<file path="src/rtl/l2_sio_mon_pkg.sv">
// Shared definitions for the L2-to-SIO response tracker: header field positions,
// the read-opcode mask, the per-bank FSM state encoding and the completion record.
// Ports: none (package).
package l2_sio_mon_pkg;

  // Header field positions within the 32-bit header beat.
  localparam int OPES_LSB = 20;
  localparam int CBA_LSB  = 16;
  localparam int TAG_LSB  = 0;

  // A header is a read (carries payload) when the masked opes bits are all zero.
  localparam logic [3:0] RD_OPES_MASK = 4'b1100;

  typedef enum logic {
    ST_IDLE = 1'b0,
    ST_DATA = 1'b1
  } bank_state_e;

  // One completed transaction as held in a pending slot and the output register.
  typedef struct packed {
    logic [3:0]  opes;
    logic [3:0]  cba;
    logic [15:0] tag;
    logic        par_err;
    logic        ue;
    logic        proto_err;
  } evt_rec_t;

  // Decode the header fields; error flags start clear.
  function automatic evt_rec_t decode_hdr(input logic [23:0] hdr);
    evt_rec_t r;
    r.opes      = hdr[OPES_LSB+:4];
    r.cba       = hdr[CBA_LSB+:4];
    r.tag       = hdr[TAG_LSB+:16];
    r.par_err   = 1'b0;
    r.ue        = 1'b0;
    r.proto_err = 1'b0;
    return r;
  endfunction

  function automatic logic is_read(input logic [3:0] opes);
    return (opes & RD_OPES_MASK) == 4'b0000;
  endfunction

endpackage

</file>
<file path="src/rtl/l2_sio_bank_fsm.sv">
// One bank's response tracker: header capture, payload beat counting, parity and UE flags.
// Latency: done pulses combinationally in the header cycle (ack-only) or the final payload beat.
// Backpressure: none; the bank bus cannot stall, the top decides whether the completion is kept.
// Ports: iol2clk/rst_l; ctag_vld/data/parity/ue_err from the bank; busy = not IDLE;
//        done + done_rec present the completing transaction for the pending slot.
module l2_sio_bank_fsm
  import l2_sio_mon_pkg::*;
#(
  parameter int DATA_W   = 32,
  parameter int RD_BEATS = 16
) (
  input  logic              iol2clk,
  input  logic              rst_l,
  input  logic              ctag_vld,
  input  logic [DATA_W-1:0] data,
  input  logic [1:0]        parity,
  input  logic              ue_err,
  output logic              busy,
  output logic              done,
  output evt_rec_t          done_rec
);

  localparam int CW = (RD_BEATS > 1) ? $clog2(RD_BEATS) : 1;

  bank_state_e    state, state_nxt;
  logic [CW-1:0]  beat_cnt, beat_cnt_nxt;
  evt_rec_t       rec, rec_nxt;
  evt_rec_t       hdr_rec;
  logic           par_bad;

  always_ff @(posedge iol2clk or negedge rst_l) begin
    if (!rst_l) begin
      state    <= ST_IDLE;
      beat_cnt <= '0;
      rec      <= '0;
    end else begin
      state    <= state_nxt;
      beat_cnt <= beat_cnt_nxt;
      rec      <= rec_nxt;
    end
  end

  always_comb begin
    state_nxt    = state;
    beat_cnt_nxt = beat_cnt;
    rec_nxt      = rec;
    done         = 1'b0;
    done_rec     = rec;

    // A header seen this cycle, with this cycle's UE already attached to it.
    hdr_rec      = decode_hdr(data[23:0]);
    hdr_rec.ue   = ue_err;
    par_bad      = (parity != {^data[31:16], ^data[15:0]});

    case (state)
      ST_IDLE: begin
        if (ctag_vld) begin
          rec_nxt = hdr_rec;
          if (is_read(hdr_rec.opes)) begin
            state_nxt    = ST_DATA;
            beat_cnt_nxt = '0;
          end else begin
            done     = 1'b1;
            done_rec = hdr_rec;
          end
        end
      end
      ST_DATA: begin
        if (ctag_vld) begin
          // Header arrived mid-payload: report the aborted read and restart on the new one.
          // An ack-only header arriving here cannot also complete this cycle, so only the
          // aborted read is reported and the bank returns to IDLE.
          done               = 1'b1;
          done_rec           = rec;
          done_rec.proto_err = 1'b1;
          rec_nxt            = hdr_rec;
          beat_cnt_nxt       = '0;
          if (!is_read(hdr_rec.opes)) begin
            state_nxt = ST_IDLE;
          end
        end else begin
          rec_nxt.par_err = rec.par_err | par_bad;
          rec_nxt.ue      = rec.ue | ue_err;
          if (beat_cnt == CW'(RD_BEATS - 1)) begin
            done      = 1'b1;
            done_rec  = rec_nxt;
            state_nxt = ST_IDLE;
          end else begin
            beat_cnt_nxt = beat_cnt + 1'b1;
          end
        end
      end
      default: state_nxt = ST_IDLE;
    endcase
  end

  assign busy = (state == ST_DATA);

endmodule

</file>
<file path="src/rtl/l2_sio_resp_tracker.sv">
// Tracks L2 bank responses toward SIO and emits one completion event per transaction.
// Latency: evt_vld rises 2 edges after the header (ack-only) or the final payload beat.
// Backpressure: evt_vld/evt_rdy; one pending slot per bank, a completion into a full slot is dropped and sets ovf_sticky.
// Ports: iol2clk/rst_l; l2b_sio_* per-bank inputs (bank b at data[b*32+:32], parity[b*2+:2]);
//        evt_* event handshake and fields; bank_busy, ovf_sticky, ue_cnt status.
module l2_sio_resp_tracker
  import l2_sio_mon_pkg::*;
#(
  parameter int NUM_BANKS = 8,
  parameter int DATA_W    = 32,
  parameter int RD_BEATS  = 16,
  parameter int CNT_W     = 16
) (
  input  logic                        iol2clk,
  input  logic                        rst_l,
  input  logic [NUM_BANKS-1:0]        l2b_sio_ctag_vld,
  input  logic [NUM_BANKS*DATA_W-1:0] l2b_sio_data,
  input  logic [NUM_BANKS*2-1:0]      l2b_sio_parity,
  input  logic [NUM_BANKS-1:0]        l2b_sio_ue_err,
  output logic                        evt_vld,
  input  logic                        evt_rdy,
  output logic [2:0]                  evt_bank,
  output logic [3:0]                  evt_opes,
  output logic [3:0]                  evt_cba,
  output logic [15:0]                 evt_tag,
  output logic                        evt_par_err,
  output logic                        evt_ue,
  output logic                        evt_proto_err,
  output logic [NUM_BANKS-1:0]        bank_busy,
  output logic                        ovf_sticky,
  output logic [CNT_W-1:0]            ue_cnt
);

  localparam int BW = 3;

  logic [NUM_BANKS-1:0] done;
  evt_rec_t             done_rec [NUM_BANKS];
  logic                 pend_vld [NUM_BANKS];
  evt_rec_t             pend_rec [NUM_BANKS];
  logic [NUM_BANKS-1:0] slot_clr;
  logic [NUM_BANKS-1:0] ovf_hit;

  logic [BW-1:0]        rr_ptr;
  logic [BW:0]          rr_idx;
  logic [BW-1:0]        gnt_idx;
  logic                 gnt_any;
  logic                 load_en;
  logic                 grant;
  evt_rec_t             out_rec;

  logic [3:0]           ue_sum;
  logic [CNT_W:0]       ue_add;
  logic [CNT_W-1:0]     ue_cnt_nxt;

  for (genvar b = 0; b < NUM_BANKS; b++) begin : g_bank
    l2_sio_bank_fsm #(
      .DATA_W  (DATA_W),
      .RD_BEATS(RD_BEATS)
    ) u_fsm (
      .iol2clk (iol2clk),
      .rst_l   (rst_l),
      .ctag_vld(l2b_sio_ctag_vld[b]),
      .data    (l2b_sio_data[b*DATA_W+:DATA_W]),
      .parity  (l2b_sio_parity[b*2+:2]),
      .ue_err  (l2b_sio_ue_err[b]),
      .busy    (bank_busy[b]),
      .done    (done[b]),
      .done_rec(done_rec[b])
    );

    assign slot_clr[b] = grant && (gnt_idx == BW'(b));
    // The granted slot empties on this edge, so a completion landing now refills it cleanly.
    assign ovf_hit[b]  = done[b] && pend_vld[b] && !slot_clr[b];

    always_ff @(posedge iol2clk or negedge rst_l) begin
      if (!rst_l) begin
        pend_vld[b] <= 1'b0;
        pend_rec[b] <= '0;
      end else if (done[b] && (!pend_vld[b] || slot_clr[b])) begin
        pend_vld[b] <= 1'b1;
        pend_rec[b] <= done_rec[b];
      end else if (slot_clr[b]) begin
        pend_vld[b] <= 1'b0;
      end
    end
  end

  // Round-robin search over full slots starting at rr_ptr.
  always_comb begin
    gnt_any = 1'b0;
    gnt_idx = '0;
    rr_idx  = '0;
    for (int i = 0; i < NUM_BANKS; i++) begin
      rr_idx = {1'b0, rr_ptr} + (BW+1)'(i);
      if (rr_idx >= (BW+1)'(NUM_BANKS)) begin
        rr_idx = rr_idx - (BW+1)'(NUM_BANKS);
      end
      if (!gnt_any && pend_vld[rr_idx[BW-1:0]]) begin
        gnt_any = 1'b1;
        gnt_idx = rr_idx[BW-1:0];
      end
    end
  end

  assign load_en = !evt_vld || evt_rdy;
  assign grant   = load_en && gnt_any;

  // Per-cycle UE count across banks, saturating.
  always_comb begin
    ue_sum = '0;
    for (int i = 0; i < NUM_BANKS; i++) begin
      ue_sum = ue_sum + {3'b000, l2b_sio_ue_err[i]};
    end
    ue_add     = {1'b0, ue_cnt} + {{(CNT_W-3){1'b0}}, ue_sum};
    ue_cnt_nxt = ue_add[CNT_W] ? '1 : ue_add[CNT_W-1:0];
  end

  always_ff @(posedge iol2clk or negedge rst_l) begin
    if (!rst_l) begin
      evt_vld    <= 1'b0;
      evt_bank   <= '0;
      out_rec    <= '0;
      rr_ptr     <= '0;
      ovf_sticky <= 1'b0;
      ue_cnt     <= '0;
    end else begin
      if (load_en) begin
        if (gnt_any) begin
          evt_vld  <= 1'b1;
          evt_bank <= gnt_idx;
          out_rec  <= pend_rec[gnt_idx];
          rr_ptr   <= (gnt_idx == BW'(NUM_BANKS - 1)) ? '0 : gnt_idx + 1'b1;
        end else begin
          evt_vld <= 1'b0;
        end
      end
      if (|ovf_hit) begin
        ovf_sticky <= 1'b1;
      end
      ue_cnt <= ue_cnt_nxt;
    end
  end

  assign evt_opes      = out_rec.opes;
  assign evt_cba       = out_rec.cba;
  assign evt_tag       = out_rec.tag;
  assign evt_par_err   = out_rec.par_err;
  assign evt_ue        = out_rec.ue;
  assign evt_proto_err = out_rec.proto_err;

endmodule

</file>
<file path="config.mk">
export PLATFORM = sky130hd
export DESIGN_NAME = l2_sio_resp_tracker
export DESIGN_NICKNAME = d
export VERILOG_FILES = /design/src/rtl/l2_sio_mon_pkg.sv /design/src/rtl/l2_sio_bank_fsm.sv /design/src/rtl/l2_sio_resp_tracker.sv
export SDC_FILE = /design/constraint.sdc
export NUM_CORES = 1
export LEC_CHECK = 0
export CAP_MARGIN = 20
export CORE_MARGIN = 4
export CORE_UTILIZATION = 61
export CTS_BUF_LIST = sky130_fd_sc_hd__clkbuf_16
export CTS_CLUSTER_DIAMETER = 30
export DETAILED_ROUTE_END_ITERATION = 12
export PLACE_DENSITY = 0.93
export SLEW_MARGIN = 20
export SYNTH_ARGS = -nofsm -noshare
export SYNTH_HDL_FRONTEND = slang
export SYNTH_HIERARCHICAL = 1
export SYNTH_SLANG_ARGS = --single-unit
</file>
<file path="constraint.sdc">
create_clock -name iol2clk -period 9.5 [get_ports iol2clk]
set_input_delay 0.95 -clock iol2clk [delete_from_list [all_inputs] [get_ports iol2clk]]
set_output_delay 0.95 -clock iol2clk [all_outputs]
set_load 0.01 [all_outputs]
</file>
# Word-level counts from Yosys, hierarchy flattened
# Index checks and enable logic that the tools add are counted.
dict set report word_totals {
  register_bits 531
  input_bits 291
  elab_cells 662
  out_inout_bits 56
}
dict set report classes {
  magnitude_cmp 17
  add_sub_neg 32
  bitwise_logic 33
  reduce_logical 124
  n_mux 270
  eq_ne 55
}
# op n
set op_table {}
lappend op_table {{$pmux 27 s2} 16}
lappend op_table {{$mux 27} 26}
lappend op_table {{$reduce_xor 16->1} 16}
lappend op_table {{$mux 24} 8}
lappend op_table {{$mux 4} 32}
lappend op_table {{$mux 1} 113}
lappend op_table {{$mux 3} 33}
lappend op_table {{$bmux 27 s3} 1}
lappend op_table {{$ge 4x4->1 const B} 16}
lappend op_table {{$pmux 4 s2} 8}
lappend op_table {{$logic_and 1x1->1} 40}
lappend op_table {{$not 3->4} 9}
lappend op_table {{$add 4x1->4 const B} 8}
lappend op_table {{$eq 4x4->1 const B} 8}
lappend op_table {{$logic_not 4->1} 8}
lappend op_table {{$ne 2x2->1 const B} 16}
lappend op_table {{$pmux 1 s2} 16}
lappend op_table {{$bmux 1 s3} 8}
lappend op_table {{$logic_not 1->1} 24}
lappend op_table {{$ne 3x3->1 const B} 8}
lappend op_table {{$reduce_and 3->1} 8}
lappend op_table {{$sub 3x1->3 const B} 8}
lappend op_table {{$reduce_and 2->1} 9}
lappend op_table {{$add 16x4->17} 1}
lappend op_table {{22 further kinds} 91}

# Depth between registers and ports, before layout
# Gate-level depths: netlist of the first run.
dict set report depth {
  ltp_word 33
  mapped_depth 19
  ltp_nobuf 14
}

# Hierarchy
# Netlist of the first run, hierarchy kept.
# module area_each_um2 n_inst cells_each seq_area_each_um2
set by_module_without_submodules {}
lappend by_module_without_submodules {l2_sio_bank_fsm 1884.3 8 159 775.7}
lappend by_module_without_submodules {l2_sio_resp_tracker 13410.4 1 1007 6881.6}

# Least setup slack after synthesis of the first run
# No wires, ideal clock.
dict set report synth_timing {
  path_type {reg-to-reg}
  start {register rr_ptr[1]}
  end {register pend_rec[112] in the netlist's numbering}
  synth_period_minus_slack_ns 4.828
  required_time_ns 9.375
  path_buffers 5
  stages_incl_launch_ff 20
  slack_ns 4.672
  setup_ns 0.125
  arrival_ns 4.704
  path_cell_list {dfrtp_1 buf_4 inv_1 ha_1 buf_2 mux2_1 mux4_2 a2bb2oi_1 a2111oi_0 o2bb2ai_2 and2_1 inv_4 buf_4 buf_2 ha_1 inv_1 o21ai_1 nand2_2 buf_2 mux2_2}
}
dict set report synth_via {
  elab_chain_cells 32
  elab_cells_between_ends 98
  classes_between {add/sub (15); order compare (8); eq/ne (1); mux (48); bitwise (8); reduce/logical (18)}
}
# element line_no
set synth_lines {}
lappend synth_lines {{from (decl)} l2_sio_resp_tracker.sv:43} ;# logic [BW-1:0] rr_ptr;
lappend synth_lines {{from (signal assigned)} l2_sio_resp_tracker.sv:132} ;# rr_ptr <= (gnt_idx == BW'(NUM_BANKS - 1)) ? '0 : gnt_idx + 1'b1;
lappend synth_lines {{branches (longest 29 deep; another with $add 3x1->4)} n/a}
lappend synth_lines {{$logic_and 1x1->1 (*)} l2_sio_resp_tracker.sv:71} ;# assign slot_clr[b] = grant && (gnt_idx == BW'(b));
lappend synth_lines {{$logic_or 1x1->1 (*)} l2_sio_resp_tracker.sv:79} ;# end else if (done[b] && (!pend_vld[b] || slot_clr[b])) begin
lappend synth_lines {{$logic_and 1x1->1 (*)} l2_sio_resp_tracker.sv:79}
lappend synth_lines {{to (signal, indexed assignment)} l2_sio_resp_tracker.sv:81} ;# pend_rec[b] <= done_rec[b];
lappend synth_lines {{to (decl)} l2_sio_resp_tracker.sv:39} ;# evt_rec_t pend_rec [NUM_BANKS];
# Mark *: on every way between the ends. The select of a mux whose other input is x is not followed.
# A chain may end at the register's enable or synchronous reset.

# Worst setup path after layout of the first run
dict set report layout_timing {
  start {register rr_ptr[0]}
  end {register pend_rec[79] in the netlist's numbering}
}
dict set report layout_via {
  elab_chain_cells 32
  elab_cells_between_ends 98
  classes_between {add/sub (15); order compare (8); eq/ne (1); mux (48); bitwise (8); reduce/logical (18)}
}
# element line_no
set layout_lines {}
lappend layout_lines {{branches (longest 29 deep; another with $add 3x1->4)} n/a}
lappend layout_lines {{$logic_and 1x1->1 (*)} l2_sio_resp_tracker.sv:71}
lappend layout_lines {{$logic_or 1x1->1 (*)} l2_sio_resp_tracker.sv:79}
lappend layout_lines {{$logic_and 1x1->1 (*)} l2_sio_resp_tracker.sv:79}
# Marks and branches as above.

==> results.tsv, run 1 <==
metric	value	unit
asr flop ratio synth	100	%
M3 GR Usage	9.80	%
aggregate global routing overflow	0	
delay of the slowest critical-path stage	0.87	ns
# H-tree levels	3	
CTS tree	built	
Max-Cap Viols	0	
die width	224	um
Core ar.	0.0458	sq mm
crit end category	flip-flop	
vias post-DR	20900	
Peak Freq	141	MHz
CP Cell Sequence	inv_1 -> ha_1 -> mux2_2 -> mux4_2 -> a2bb2oi_1 -> a2111oi_0 -> o2bb2ai_2 -> and2_1 -> inv_4 -> buf_4 -> o21ai_1 -> nand2_2 -> mux2_2	
# hold bufs at CTS	0	
Synth Instances	2279	
layout cell share with drive strength beyond 1	30.5	%
Die Area	0.0502	sq mm
Crit-path slowest cell	buf_4	
Setup Total Neg Slack	0	ns
syn_area_per_cell	12.5	sq um
transition time of the tightest slew-check pin	1.08	ns
IO Port Bufs	346	
XOR/XNOR share of the synthesized area	8.96	%
largest family of logic cells by synthesized area	multiplexers	
Final ANT Viol Nets	0	
clk buf depth	3	
synthesis-stage register bit count	523	
grt peak-use layer	met2	
Core Rows	78	
Worst setup SP type	flip-flop	
WL/cell	26.5	um
TritonCTS Buffers	107	
unrepaired setup endpoints after global routing	false	
Mapped Area	0.0285	sq mm
non-filler instance count after layout	3323	
CTS Root Cell	clkbuf_16	
skew final	0.0204	ns
vias per inst	6.30	
critical path type	flip-flop to flip-flop	
top-count cell post-synth	dfrtp_1	
Synth Area in Compound Gates	7.72	%
vias in the first global route	22500	
Final #Nets	2949	
Worst EP required	10.02	ns
post-route cell area	0.0361	sq mm
Synth Warn #	6	
placed cell area	0.0323	sq mm
iteration count of the initial detailed-routing pass	5	
Synth Area in Adders	1.45	%
GRT Util Overall	34.4	%
post-CTS setup buffer count	0	
Synth area leader	dfrtp_1	
final RePlAce weighted congestion	0.936	
dpl hpwl	57300	um
I/O pins	347	
pin count of the biggest net entering global routing	186	
M2 GR Usage	54.5	%
worst-path fanout max	58	
# setup viols final	0	
post-route clock period utilization	74.9	%
Initial Util	62.2	%
post-synthesis mux area share	28.7	%
Synth top cells by count	dfrtp_1 (523), mux2_2 (509), xnor2_1 (225)	
leading register cell type out of synthesis	dfrtp_1	
register area share after synthesis	45.9	%
placed cells	3119	
CP Buf/Inv Count	3	
Area growth syn-to-layout	26.6	%
Fin. Hold Viols	0	
global-route wire length before repair	134000	um
CP delay by family, top	buffers and inverters	
Pwr per Cell Area	325	mW/mm^2
synth unique cells	73	
met1 GRT Util	42.7	%
Die H	224	um
Residual DRC	0	
Synth Net Count	2600	
top post-synthesis cells by area	dfrtp_1 (46%), mux2_2 (20%), xnor2_1 (6.9%), mux2_1 (3.3%), mux2i_1 (3.3%)	
min cycle time layout	7.11	ns
CTS Sinks	523	
CP arrival	7.63	ns
WHS	0.427	ns
Worst-Skew Late Latency	0.65	ns
simple-gate portion of the synthesized area	4.26	%
HP Class	input port to async pin	
Max VDD drop	0.276	mV
clk slew on worst S/H paths	0.05	ns
most frequent CP cell	mux2_2	
max-slew violations	0	
Synth top area share	45.9	%
result of the run	complete, no violations	
detailed router's first-iteration violation count	2047	
Resize count post-CTS	0	
initial antenna violation count	6	
relative slew slack	28.0	%
number of synthesized flops with an enable pin	0	
LEAKAGE	15.4	nW
WL final	88000	um
layer usage:
layer,vias up,part of all wire (%)
li1,8907,-
met1,10600,38
met2,1132,47
met3,295,9.1
met4,4,6.3
met5,-,0.027
cell type report:
class                   instances  area [sq um]
diodes                          4          10.0
clock buffers                 108          2700
clock inverters                92          1090
fillers                      2319          9700
inverters                      61           231
multi-input cells            1570         14600
flip-flops and latches        523         13100
well taps                     600           751
repair buffers                365          3630
logic make-up (layout without fill, tap and decap cells):
| family | Yosys count | after routing |
|---|---|---|
| AO/OA/AOI/OAI | 314 | 314 |
| adder cells (fa/ha/maj) | 30 | 30 |
| XOR/XNOR | 272 | 272 |
| flip-flops | 523 | 523 |
| AND/OR/NAND/NOR | 237 | 237 |
| buffers and inverters | 186 | 626 |
| multiplexers | 717 | 717 |
| other | 0 | 4 |
where the power goes:
group          internal [mW]  switching, mW
sequential              2.93          0.679
clock                   2.59           1.34
combinational           1.96           2.21
worst paths after layout:
check / startpoint / end / slack, ns / depth (start not counted)
min: rst_l / g_bank[3].u_fsm/rec[25] / 0.43 / 1
max reg2reg: rr_ptr[0] / pend_rec[79] / 2.39 / 13
min reg2reg: pend_rec[148] / pend_rec[148] / 0.49 / 1
max in group asynchronous: rst_l / rr_ptr[2] / 7.50 / 2
min in group iol2clk: pend_rec[148] / pend_rec[148] / 0.49 / 1
max: rr_ptr[0] / pend_rec[79] / 2.39 / 13
cell usage in the layout (no fill, tap or decap), types with 29 or more instances in the layout:
master | synthesis | routed
clkdlybuf4s50_1 | 0 | 345
inv_1 | 60 | 67
mux2_2 | 509 | 509
a211oi_1 | 39 | 39
xor2_1 | 31 | 31
nor2_1 | 40 | 40
mux2_1 | 83 | 83
xnor2_1 | 225 | 225
a21oi_1 | 64 | 64
nand2_1 | 81 | 81
o22ai_1 | 29 | 29
dfrtp_1 | 523 | 523
o21ai_0 | 69 | 69
clkbuf_16 | 0 | 108
mux2i_1 | 93 | 93
registers in the layout, indices dropped and copies added, names as in the netlist, 3 cells and up:
signal                 count
pend_rec                 216
evt_bank                   3
g_bank.u_fsm/busy          8
evt_opes                   4
g_bank.u_fsm/beat_cnt     32
g_bank.u_fsm/rec         208
ue_cnt                    16
rr_ptr                     3
pend_vld                   8
evt_cba                    4
evt_tag                   16
stage by stage:
stage	setup WS, ns	total power [mW]	utilization [%]
floorplan	4.67	6.15	-
global placement	2.76	7.26	70.4
detailed placement	2.53	7.46	70.5
CTS	2.50	11.6	78.7
global route	2.05	12.1	78.8
finish	2.39	11.7	78.8
No activity file was read; power rests on OpenSTA's default activity.
==> inputs of run 2 (changes only) <==
- CORE_UTILIZATION: 61 -> 51
- PLACE_DENSITY: 0.93 -> 0.84
- clock period: 9.5 -> 6.4 ns (I/O delays scaled with it)
==> results.tsv, run 2 (synthesis gave the netlist of run 1 again) <==
metric	value	unit	change
result of the run	complete, no violations		
Final ANT Viol Nets	0		unchanged
most frequent cells in the layout	dfrtp_1 (523), mux2_2 (509), clkdlybuf4s50_1 (345)		
Peak Freq	168	MHz	+19%
Setup WS pre-CTS	0.572	ns	-1.96 ns
vias per inst	5.73		-9.1%
IO Port Bufs	346		unchanged
post-CTS setup buffer count	0		unchanged
WL final	81900	um	-6.9%
post-route cell area	0.0363	sq mm	+0.71%
# H-tree levels	3		unchanged
CTS Sinks	523		unchanged
# setup viols final	0		unchanged
filler instances	3835		+65%
aggregate global routing overflow	0		unchanged
vias in the first global route	21300		-5.3%
die width	244	um	+9.0%
final core utilization	65.8	%	-13 points
final RePlAce weighted congestion	0.966		+3.2%
pin count of the biggest net entering global routing	139		-25%
WHS	0.0796	ns	-0.348 ns
iteration count of the initial detailed-routing pass	5		unchanged
skew final	0.0237	ns	+0.00329 ns
dpl hpwl	58300	um	+1.7%
placed cell area	0.0325	sq mm	+0.81%
Residual DRC	0		unchanged
Max-Cap Viols	0		unchanged
Core ar.	0.0552	sq mm	+21%
Die H	244	um	+9.0%
I/O pins	347		unchanged
worst-path fanout max	36		-38%
CP arrival	6.48	ns	-1.15 ns
Worst EP required	6.92	ns	-3.10 ns
global-route wire length before repair	126000	um	-6.5%
# hold bufs at CTS	0		unchanged
GRT Util Overall	27.0	%	-7.4 points
clk buf depth	3		unchanged
Max VDD drop	0.405	mV	+47%
placed cells	3275		+5.0%
Resize count post-CTS	0		unchanged
CTS Root Cell	clkbuf_16		
crit end category	flip-flop		
critical path type	flip-flop to flip-flop		
Setup Total Neg Slack	0	ns	unchanged
Area growth syn-to-layout	27.5	%	
clk slew on worst S/H paths	0.04	ns	about the same
TritonCTS Buffers	111		+3.7%
Fin. Hold Viols	0		unchanged
transition time of the tightest slew-check pin	1.11	ns	+0.0300 ns
worst setup margin	0.442	ns	-1.95 ns
layout cell share with drive strength beyond 1	30.7	%	+0.13 points
vias post-DR	20000		-4.6%
detailed router's first-iteration violation count	1421		-31%
HP Class	input port to async pin		
Final #Nets	2961		+0.41%
Largest Register	pend_rec		
Initial Util	51.6	%	-11 points
min cycle time layout	5.96	ns	-1.15 ns
non-filler instance count after layout	3488		+5.0%
CTS tree	built		
WL/cell	23.5	um	-11%
max-slew violations	0		unchanged
Worst setup SP type	flip-flop		
Core Rows	86		+10%
relative slew slack	25.7	%	-2.2 points
max reg flops	216		unchanged
commonest non-fill, non-tap cell in the layout	dfrtp_1		
Die Area	0.0597	sq mm	+19%
Final Power	17.1	mW	+46%
Pwr per Cell Area	471	mW/mm^2	+45%
R2R Setup Slk	0.44	ns	-1.95 ns
Top Registers	pend_rec x216, g_bank.u_fsm/rec x208, g_bank.u_fsm/beat_cnt x32		
Worst-Skew Late Latency	0.65	ns	about the same
unrepaired setup endpoints after global routing	false		
initial antenna violation count	5		-1
post-route clock period utilization	93.1	%	+18 points
LEAKAGE	15.4	nW	+0.27%
[run 2: path summary, 6_finish.rpt]
kind | start | endpoint | cells past startpoint
setup / recovery | rr_ptr[0] | pend_rec[3] | 14
hold / removal | rst_l | g_bank[7].u_fsm/rec[20] | 1
setup reg to reg | rr_ptr[0] | pend_rec[3] | 14
hold reg to reg | pend_rec[183] | pend_rec[183] | 1
max in group asynchronous | rst_l | pend_rec[210] | 2
min in group iol2clk | pend_rec[183] | pend_rec[183] | 1
[run 2: report_power, final]
group	total [mW]	internal, mW	switching (mW)
Sequential	5.24	4.35	0.884
Combinational	6.16	2.93	3.22
Clock	5.73	3.80	1.93
[run 2: layer usage]
metal	vias up	track usage, %	routed length [um]
met5	-	0	13
met2	687	44.2	39600
met1	10200	34.6	33400
li1	8905	-	-
met4	2	11.4	3340
met3	173	6.43	5570
[run 2: layout make-up]
type | instances | area [sq um] | area share (%)
inverter | 61 | 231 | 0.637
sequential | 523 | 13100 | 36.0
antenna | 3 | 7.51 | 0.0207
multi-input combinational | 1570 | 14600 | 40.1
clock buffer | 114 | 2850 | 7.85
clock inverter | 96 | 938 | 2.58
timing repair buffer | 373 | 3710 | 10.2
tap | 748 | 936 | 2.58
[run 2: critical path, cell delays in order, from the launching register on]
cell and delay (ns):
dfrtp_1 0.76, inv_1 0.31, ha_1 0.66, mux2_2 0.26, mux4_2 0.24, a2bb2oi_1 0.62, nor2_1 0.16, o221ai_2 0.11
buf_4 0.31, and2_1 0.41, inv_4 0.29, ha_1 0.32, nand2_1 0.11, a21bo_1 0.83, mux2_2 0.43
